## src/rtl/teclado_pkg.sv

```systemverilog
// Shared definitions for the PS/2 keypad front end: scan bytes, key codes
// and the scan-sequence FSM state type.
package teclado_pkg;

    // Prefix bytes of the PS/2 scan set 2 protocol
    localparam logic [7:0] SC_F0    = 8'hF0;
    localparam logic [7:0] SC_E0    = 8'hE0;

    // Make codes of the supported keys
    localparam logic [7:0] SC_1     = 8'h16;
    localparam logic [7:0] SC_2     = 8'h1E;
    localparam logic [7:0] SC_3     = 8'h26;
    localparam logic [7:0] SC_P     = 8'h4D;
    localparam logic [7:0] SC_C     = 8'h21;
    localparam logic [7:0] SC_B     = 8'h32;
    localparam logic [7:0] SC_N     = 8'h31;
    localparam logic [7:0] SC_ENTER = 8'h5A;
    localparam logic [7:0] SC_Q     = 8'h15;

    // Compact key codes; KC_NONE also means "no key held"
    localparam logic [3:0] KC_NONE  = 4'd0;
    localparam logic [3:0] KC_1     = 4'd1;
    localparam logic [3:0] KC_2     = 4'd2;
    localparam logic [3:0] KC_3     = 4'd3;
    localparam logic [3:0] KC_P     = 4'd4;
    localparam logic [3:0] KC_C     = 4'd5;
    localparam logic [3:0] KC_B     = 4'd6;
    localparam logic [3:0] KC_N     = 4'd7;
    localparam logic [3:0] KC_ENTER = 4'd8;
    localparam logic [3:0] KC_Q     = 4'd9;

    typedef enum logic [1:0] {
        IDLE,
        BRK,
        EXT,
        EXT_BRK
    } state_t;

endpackage

```

## src/rtl/codificador_tecla.sv

```systemverilog
// Combinational scan-byte to key-code encoder; unknown bytes map to KC_NONE.
module codificador_tecla
    import teclado_pkg::*;
(
    input  logic [7:0] scan,
    output logic [3:0] code
);

    // Table lookup of the nine supported make codes
    always_comb begin
        code = KC_NONE;
        case (scan)
            SC_1:     code = KC_1;
            SC_2:     code = KC_2;
            SC_3:     code = KC_3;
            SC_P:     code = KC_P;
            SC_C:     code = KC_C;
            SC_B:     code = KC_B;
            SC_N:     code = KC_N;
            SC_ENTER: code = KC_ENTER;
            SC_Q:     code = KC_Q;
            default:  code = KC_NONE;
        endcase
    end

endmodule

```

## src/rtl/teclado_control.sv

```systemverilog
// PS/2 scan-sequence decoder: tracks F0/E0 prefixes, suppresses typematic
// repeats, keeps the currently held key and offers one event at a time to
// the consumer through a valid/ack handshake with a sticky overflow flag.
module teclado_control
    import teclado_pkg::*;
#(
    parameter int unsigned TIMEOUT_CYC = 50000
) (
    input  logic       clk,
    input  logic       reset,
    input  logic       rx_ready,
    input  logic [7:0] rx_data,
    output logic       key_valid,
    output logic [3:0] key_code,
    input  logic       key_ack,
    output logic       overflow,
    output logic [3:0] held_key
);

    localparam int unsigned CNT_W = (TIMEOUT_CYC > 1) ? $clog2(TIMEOUT_CYC) : 1;
    localparam logic [CNT_W-1:0] CNT_LAST = CNT_W'(TIMEOUT_CYC - 1);

    state_t           state;
    state_t           state_next;
    logic [CNT_W-1:0] cnt;
    logic [3:0]       code;
    logic             timeout;
    logic             ev;
    logic             brk_clear;

    codificador_tecla u_codificador (
        .scan (rx_data),
        .code (code)
    );

    // State register
    always_ff @(posedge clk) begin
        if (reset) state <= IDLE;
        else       state <= state_next;
    end

    // Next-state logic; a byte arriving on the timeout cycle wins over the timeout
    always_comb begin
        state_next = state;
        if (rx_ready) begin
            case (state)
                IDLE: begin
                    if (rx_data == SC_F0)      state_next = BRK;
                    else if (rx_data == SC_E0) state_next = EXT;
                end
                EXT:     state_next = (rx_data == SC_F0) ? EXT_BRK : IDLE;
                BRK:     state_next = IDLE;
                EXT_BRK: state_next = IDLE;
                default: state_next = IDLE;
            endcase
        end else if (timeout) begin
            state_next = IDLE;
        end
    end

    // Decoded actions of the current cycle: key event, held-key release, timeout
    always_comb begin
        timeout   = (state != IDLE) && (cnt == CNT_LAST);
        ev        = rx_ready && (state == IDLE) && (rx_data != SC_F0) &&
                    (rx_data != SC_E0) && (code != KC_NONE) && (code != held_key);
        brk_clear = rx_ready && (state == BRK) && (code == held_key);
    end

    // Prefix timeout counter, held at zero in IDLE and restarted by every byte
    always_ff @(posedge clk) begin
        if (reset)                                   cnt <= '0;
        else if (rx_ready || state == IDLE || timeout) cnt <= '0;
        else                                         cnt <= cnt + 1'b1;
    end

    // Held key, event handshake and sticky overflow registers
    always_ff @(posedge clk) begin
        if (reset) begin
            held_key  <= KC_NONE;
            key_valid <= 1'b0;
            key_code  <= KC_NONE;
            overflow  <= 1'b0;
        end else begin
            if (ev)             held_key <= code;
            else if (brk_clear) held_key <= KC_NONE;

            if (ev) begin
                if (!key_valid || key_ack) begin
                    key_code  <= code;
                    key_valid <= 1'b1;
                end else begin
                    overflow  <= 1'b1;
                end
            end else if (key_valid && key_ack) begin
                key_valid <= 1'b0;
            end
        end
    end

endmodule

```

## config.mk

```make
export PLATFORM = sky130hd
export DESIGN_NAME = teclado_control
export DESIGN_NICKNAME = d
export VERILOG_FILES = /design/src/rtl/teclado_pkg.sv /design/src/rtl/codificador_tecla.sv /design/src/rtl/teclado_control.sv
export SDC_FILE = /design/constraint.sdc
export NUM_CORES = 1
export LEC_CHECK = 0
export CORE_UTILIZATION = 58
export CTS_CLUSTER_SIZE = 40
export DETAILED_ROUTE_END_ITERATION = 8
export PLACE_DENSITY = 0.84
export REMOVE_ABC_BUFFERS = 1
export SYNTH_ARGS = -nofsm -noshare
export SYNTH_HDL_FRONTEND = slang
export SYNTH_HIERARCHICAL = 1
export SYNTH_SLANG_ARGS = --single-unit
```

## constraint.sdc

```tcl
create_clock -name clk -period 5.9 [get_ports clk]
set_input_delay 0.59 -clock clk [delete_from_list [all_inputs] [get_ports clk]]
set_output_delay 0.59 -clock clk [all_outputs]
set_load 0.03 [all_outputs]
```

==> flow_summary.yaml, run 1 <==
timing:
  final_period_minus_worst_setup_slack_ps: 2950
  rsz_0062_raised_after_global_routing: "no"
  final.setup_skew_ps: 6.08
  final-max-slew-violation-count: 0
  finalHoldViolations: 0
  maxClockFrequency_ghz: 0.339
  worst_slew_pin_slew_ps: 725
  timing.hold.ws_ps: 492
  worst_slew_margin_rel: 0.517
  report.final.setup_viol: 0
  post-route-period-util: 0.499
  setup_total_negative_slack_ps: 0
worst_setup_path:
  cp_max_fo: 9
  timing.critical_path.max_delay_family: "simple AND/OR/NAND/NOR gates"
  crit_chain: "clkdlybuf4s50_1 -> or4b_4 -> o21bai_1 -> nand2_1 -> xnor2_1 -> nand4_1 -> nor3_1 -> o41ai_1"
  critPathArrivalTime_ps: 3160
  timing.reg2reg.worst_path_depth: 5
  cpMaxStageDelayCell: "clkdlybuf4s50_1"
  regToRegEndpoint: "cnt[11]"
  critical_path.max_stage_delay_ps: 620
  setup.reg_to_reg.worst_slack_ps: 3800
  critPathCaptureType: "register"
  start_kind: "primary input"
  timing_worst_setup_path_type: "in -> reg"
  buf_inv_on_cp: 1
  rr_startpoint: "cnt[0]"
  timing.critical_path.required_ps: 6110
finish:
  final_nets: 213
  synthToLayoutAreaGrowth_pct: 16.3
  diodes: 0
  final_layout_size_suffix_gt1_frac: 0.0704
pwr:
  share_seq_of_total_power: 0.559
  comb_power_share: 0.079
  pwr_cell_area_nw_per_um2: 186
  p_int_uw: 272
  switchingPower_uw: 68.4
  power.share.clock: 0.362
  p_sw_frac: 0.201
  power.leakage_uw: 0.000574
  vdd.ir_drop.worst_mv: 0.159
global_route:
  grt_pass1_wl_um: 5040
  initial_antenna_violation_count: 0
  grtUsageTotal: 0.238
  globalRoute.totalOverflow: 0
  pin_count_of_the_biggest_net_entering_global_routing: 17
  number_of_global_route_vias_before_repair: 1253
logic_synthesis:
  synth_fa_ha_area_frac: 0.00794
  synth-seq-cells: 28
  synth_warnings: 6
  cell_count_after_synthesis: 181
  yosysUniqueCellTypes: 46
  synth_sequential_area_ratio: 0.356
  fraction_of_synthesized_area_in_multiplexers: 0.0357
  synth_compound_area_frac: 0.110
  mean_instance_size_in_the_synthesized_netlist_sq_um: 8.70
  syn_area_sq_um: 1580
  synth_xor_xnor_area_share: 0.0945
  synthSimpleGateAreaFrac: 0.345
  largest_family_of_logic_cells_by_synthesized_area: "simple AND/OR/NAND/NOR gates"
floorplan:
  die-area_sq_um: 2930
  boundaryPins: 22
  core_region_area_sq_um: 2520
  start_util: 0.625
  die_w_um: 54.1
  chipHeight_um: 54.1
  row_count: 18
detailed_routing:
  detail_route.wl_per_cell_um: 13.6
  dr.pass1.iters: 4
  vias_per_inst: 5.97
  total_wirelength_um: 3110
  remaining_drc_errors: 0
  drt_iter0_drc: 22
  number_of_nets_still_failing_antenna_checks_after_routing: 0
  detailroute.via_count: 1368
cts:
  worst_skew_pair.late_latency_ps: 320
  cts_tree: "done"
  cts_inserted_buffers: 3
  cts.hold.buffers_added: 0
  clock_sink_count: 28
  ctsHtreeMaxLevel: 1
  post_cts_resized: 0
  cts.clk_slew.worst_paths_ps: 140
  cts.root.buffer_cell: "clkbuf_4"
  cts-root-to-sink-buffers: 2
  postCtsSetupRepairBufs: 0
job:
  cap_viol_max_count: 0
hold_path:
  hold_path.startpoint: "key_code[0]"
  hold_path.class: "reg -> reg"
  hold-path-cell-count: 2
  hold_path_end: "key_code[0]"
place:
  routability_congestion_estimate_from_global_placement: 0.874
  final_hpwl_dp_um: 2390
  port_buffers: 21
run_status:
  status: "finished, final reports clean"
[power by group through the flow]
| stage | clock network, uW | logic, uW | registers, uW |
|---|---|---|---|
| finish | 123 | 26.7 | 190 |
| detailed placement | 0 | 26.3 | 194 |
| CTS | 128 | 26.5 | 190 |
| global placement | 0 | 25.3 | 194 |
| floorplan | 0 | 11.3 | 194 |
| global route | 133 | 28.6 | 190 |
[layout by cell type, fill, tap and decap left out, types with 5 or more instances in the layout]
| master | n |
|---|---|
| clkdlybuf4s50_1 | 21 |
| dfxtp_1 | 28 |
| inv_1 | 10 |
| nand2_1 | 8 |
| nand2b_1 | 9 |
| nand3_1 | 7 |
| nand4b_1 | 5 |
| nor2_1 | 23 |
| nor2b_1 | 5 |
| nor3_1 | 7 |
| o41ai_1 | 6 |
| xnor2_1 | 15 |
[registers in the layout, summed over array words and instances, names as in the netlist]
| name | cells |
|---|---|
| held_key | 4 |
| overflow | 1 |
| key_code | 4 |
| key_valid | 1 |
| state | 2 |
| cnt | 16 |
[final cells by class]
type	count	area (sq um)
clock buffers	3	22.5
clock inverters	1	30.0
fillers	185	691
inverters	10	37.5
multi-input cells	136	933
flip-flops and latches	28	561
well taps	30	37.5
repair buffers	21	210
[synth_stat cells (all sizes together)]
master   instances  area (sq um)
a21o             1          7.51
a21oi            4          20.0
a32o             1          11.3
a41oi            1          8.76
and3             4          30.0
and3b            1          10.0
and4             1          11.3
buf              4          32.5
clkbuf           3          11.3
dfxtp           28           561
ha               1          12.5
inv             10          37.5
mux2             2          26.3
mux2i            3          30.0
nand2            8          30.0
nand2b           9          56.3
nand3            7          35.0
nand4            4          25.0
nand4b           5          43.8
nand4bb          1          11.3
nor2            23          86.3
nor2b            5          31.3
nor3             7          35.0
nor3b            1          7.51
nor4             4          25.0
nor4b            1          8.76
nor4bb           2          20.0
o2111ai          1          8.76
o21a             1          7.51
o21ai            1          5.00
o21bai           1          7.51
o221ai           1          15.0
o22a             1          8.76
o22ai            1          12.5
o31ai            1          7.51
o41ai            6          52.6
or3              2          12.5
or3b             1          8.76
or4              4          30.0
or4b             1          13.8
or4bb            1          11.3
xnor2           15           131
xor2             2          17.5
[routing by layer]
layer	global-route usage	share of wire	vias up
met3	0.0424	0.027	8
met2	0.449	0.52	22
li1	-	-	698
met4	0.111	0.016	0
met1	0.250	0.43	640
met5	0	0	-
[cell families after synthesis]
logic type / after synthesis
buffers and inverters: 17
XOR/XNOR: 17
AO/OA/AOI/OAI: 21
multiplexers: 5
AND/OR/NAND/NOR: 92
adder cells (fa/ha/maj): 1
flip-flops: 28
[through the flow]
stage | utilization | area [sq um] | total power (uW) | worst slack, ps | std cells
2_1_floorplan | - | 1530 | 206 | 3430 | 174
3_3_place_gp | 0.705 | 1780 | 220 | 2780 | 225
3_5_place_dp | 0.705 | 1780 | 221 | 2660 | 225
4_1_cts | 0.726 | 1830 | 345 | 3010 | 229
5_1_grt | 0.726 | 1830 | 352 | 2830 | 229
6_report | 0.726 | 1830 | 340 | 2950 | 229
[worst max path at each step]
stage                     from          end  slack (ps)  cells past startpoint
detailed placement  rx_data[5]  held_key[3]        2660                      8
floorplan           rx_data[6]  key_code[3]        3430                      7
global placement    rx_data[2]  key_code[3]        2780                      8
CTS                 rx_data[5]  held_key[3]        3010                      8
global route        rx_data[5]  held_key[3]        2830                      8
finish              rx_data[5]  held_key[3]        2950                      8
[worst min-delay path, stage by stage, from the launching register on]
cell,delay (ps)
dfxtp_1,340
nand2b_1,60
mux2i_1,50
No activity file was read; power rests on OpenSTA's default activity.
==> run 2, diff against run 1 <==
Settings changed: CORE_UTILIZATION 58 to 48, PLACE_DENSITY 0.84 to 0.74.
Clock period 5.9 ns to 2.6 ns, I/O delays scaled along.
==> run 2 against run 1 <==
Die area increased by 20%. Highest routed layer unchanged. Sequential share of layout area decreased by 2.4 points. Combinational power rose to 2.7 times the previous value. Worst hold slack worse by 1.2 ps. Setup slack worse by 2700 ps. Global-route usage down 2.4 points. Sequential power increased by 130%. Largest cell class unchanged.
==> flow_summary.yaml, run 2 (synthesized netlist as in run 1, its figures left out) <==
run_status:
  status: "finished, final reports clean"
timing:
  final-max-slew-violation-count: 0
  worst_slew_pin_slew_ps: 478
  final_period_minus_worst_setup_slack_ps: 2360
  maxClockFrequency_ghz: 0.425
  timing.hold.ws_ps: 491
  post-route-period-util: 0.906
  rsz_0062_raised_after_global_routing: "no"
  worst_slew_margin_rel: 0.680
  report.final.setup_viol: 0
  setup_ws_ps: 245
  final.setup_skew_ps: 1.89
  setup_total_negative_slack_ps: 0
  finalHoldViolations: 0
floorplan:
  die-area_sq_um: 3510
  die_w_um: 59.3
  row_count: 20
  chipHeight_um: 59.3
  core_region_area_sq_um: 3080
  boundaryPins: 22
  start_util: 0.512
cts:
  cts-root-to-sink-buffers: 2
  worst_skew_pair.late_latency_ps: 320
  cts_tree: "done"
  cts_inserted_buffers: 3
  cts.clk_slew.worst_paths_ps: 140
  ctsHtreeMaxLevel: 1
  cts.root.buffer_cell: "clkbuf_4"
  cts.hold.buffers_added: 0
  postCtsSetupRepairBufs: 0
  clock_sink_count: 28
  post_cts_resized: 0
worst_setup_path:
  rr_startpoint: "cnt[13]"
  timing.critical_path.required_ps: 2830
  timing.critical_path.to: "held_key[0]"
  regToRegEndpoint: "cnt[8]"
  start_kind: "primary input"
  launching_instance_or_port_of_the_critical_path: "rx_data[3]"
  timing.reg2reg.worst_path_depth: 5
  timing_worst_setup_path_type: "in -> reg"
  critPathArrivalTime_ps: 2590
  setup.reg_to_reg.worst_slack_ps: 660
  cp_max_fo: 8
  critPathCaptureType: "register"
finish:
  design_area_sq_um: 1980
  fill_cell_instance_count_of_the_final_layout: 289
  diodes: 0
  layout_top_registers: "cnt x16, held_key x4, key_code x4"
  layout.cells.most_common: "dfxtp_1"
  regMostFlops: "cnt"
  most-common-layout-cells: "28 x dfxtp_1, 23 x nor2_1, 21 x clkdlybuf4s50_1"
  synthToLayoutAreaGrowth_pct: 26.0
  final_nets: 231
  largest_reg_flops: 16
  final_layout_size_suffix_gt1_frac: 0.147
global_route:
  grt_pass1_wl_um: 5820
  number_of_global_route_vias_before_repair: 1403
  pin_count_of_the_biggest_net_entering_global_routing: 17
  grtUsageTotal: 0.213
  initial_antenna_violation_count: 0
  globalRoute.totalOverflow: 0
pwr:
  power.share.clock: 0.357
  pwr_cell_area_nw_per_um2: 396
  comb_power_share: 0.093
  vdd.ir_drop.worst_mv: 0.258
  p_sw_frac: 0.203
  power.leakage_uw: 0.000664
  p_int_uw: 626
  switchingPower_uw: 159
  sum_of_internal_switching_and_leakage_power_uw: 785
  share_seq_of_total_power: 0.550
job:
  cap_viol_max_count: 0
hold_path:
  hold_path.class: "reg -> reg"
detailed_routing:
  remaining_drc_errors: 0
  detail_route.wl_per_cell_um: 13.0
  detailroute.via_count: 1451
  number_of_nets_still_failing_antenna_checks_after_routing: 0
  total_wirelength_um: 3390
  drt_iter0_drc: 69
  vias_per_inst: 5.56
  dr.pass1.iters: 4
place:
  final_hpwl_dp_um: 2630
  routability_congestion_estimate_from_global_placement: 0.804
  preCtsSetupSlack_ps: -97.4
  port_buffers: 21
  dpl-instance-area_sq_um: 1930
-- run 2: through the flow --
step	utilization	cells
5_1_grt	0.645	261
6_report	0.645	261
4_1_cts	0.645	261
2_1_floorplan	-	174
3_5_place_dp	0.628	257
3_3_place_gp	0.628	257
-- run 2: area by class of cell --
type | instances | area [sq um] | share of cell area
well taps | 44 | 55.1 | 0.0277
multi-input cells | 136 | 933 | 0.470
flip-flops and latches | 28 | 561 | 0.282
clock buffers | 3 | 22.5 | 0.0113
repair buffers | 39 | 345 | 0.174
inverters | 10 | 37.5 | 0.0189
clock inverters | 1 | 30.0 | 0.0151
-- run 2: worst min path at each step --
stage,from,end,slack (ps),depth (start not counted)
global placement,cnt[0],cnt[0],440,1
floorplan,reset,key_valid,330,1
CTS,cnt[0],cnt[0],490,1
global route,key_code[1],key_code[1],510,2
finish,overflow,overflow,490,2
detailed placement,cnt[0],cnt[0],460,1
-- run 2: power by group through the flow --
stage / registers, uW / logic [uW] / clock network [uW]
finish: 432 / 73.1 / 281
global route: 432 / 79.0 / 300
CTS: 432 / 72.9 / 289
detailed placement: 441 / 72.6 / 0
global placement: 441 / 69.9 / 0
floorplan: 441 / 25.7 / 0
-- run 2: metal layers --
metal  vias up  GRT usage  wire [um]
met5         -          0          0
met4         0     0.0680         23
met3         4     0.0306        109
met2        31      0.401       1790
met1       688      0.244       1460
li1        728          -          -
-- run 2: worst max-delay path, cell delays in order --
cell and delay [ps]:
clkdlybuf4s50_1 610, or4bb_1 530, o22ai_2 100, a32o_2 160, xnor2_1 130, nand4_1 250, and3_4 250, o41ai_1 300
==> run 3, diff against run 2 <==
Settings changed: CAP_MARGIN from default to 0.
==> results of run 3 <==
Same layout as run 2: the final DEF is identical, and so are final timing and power.
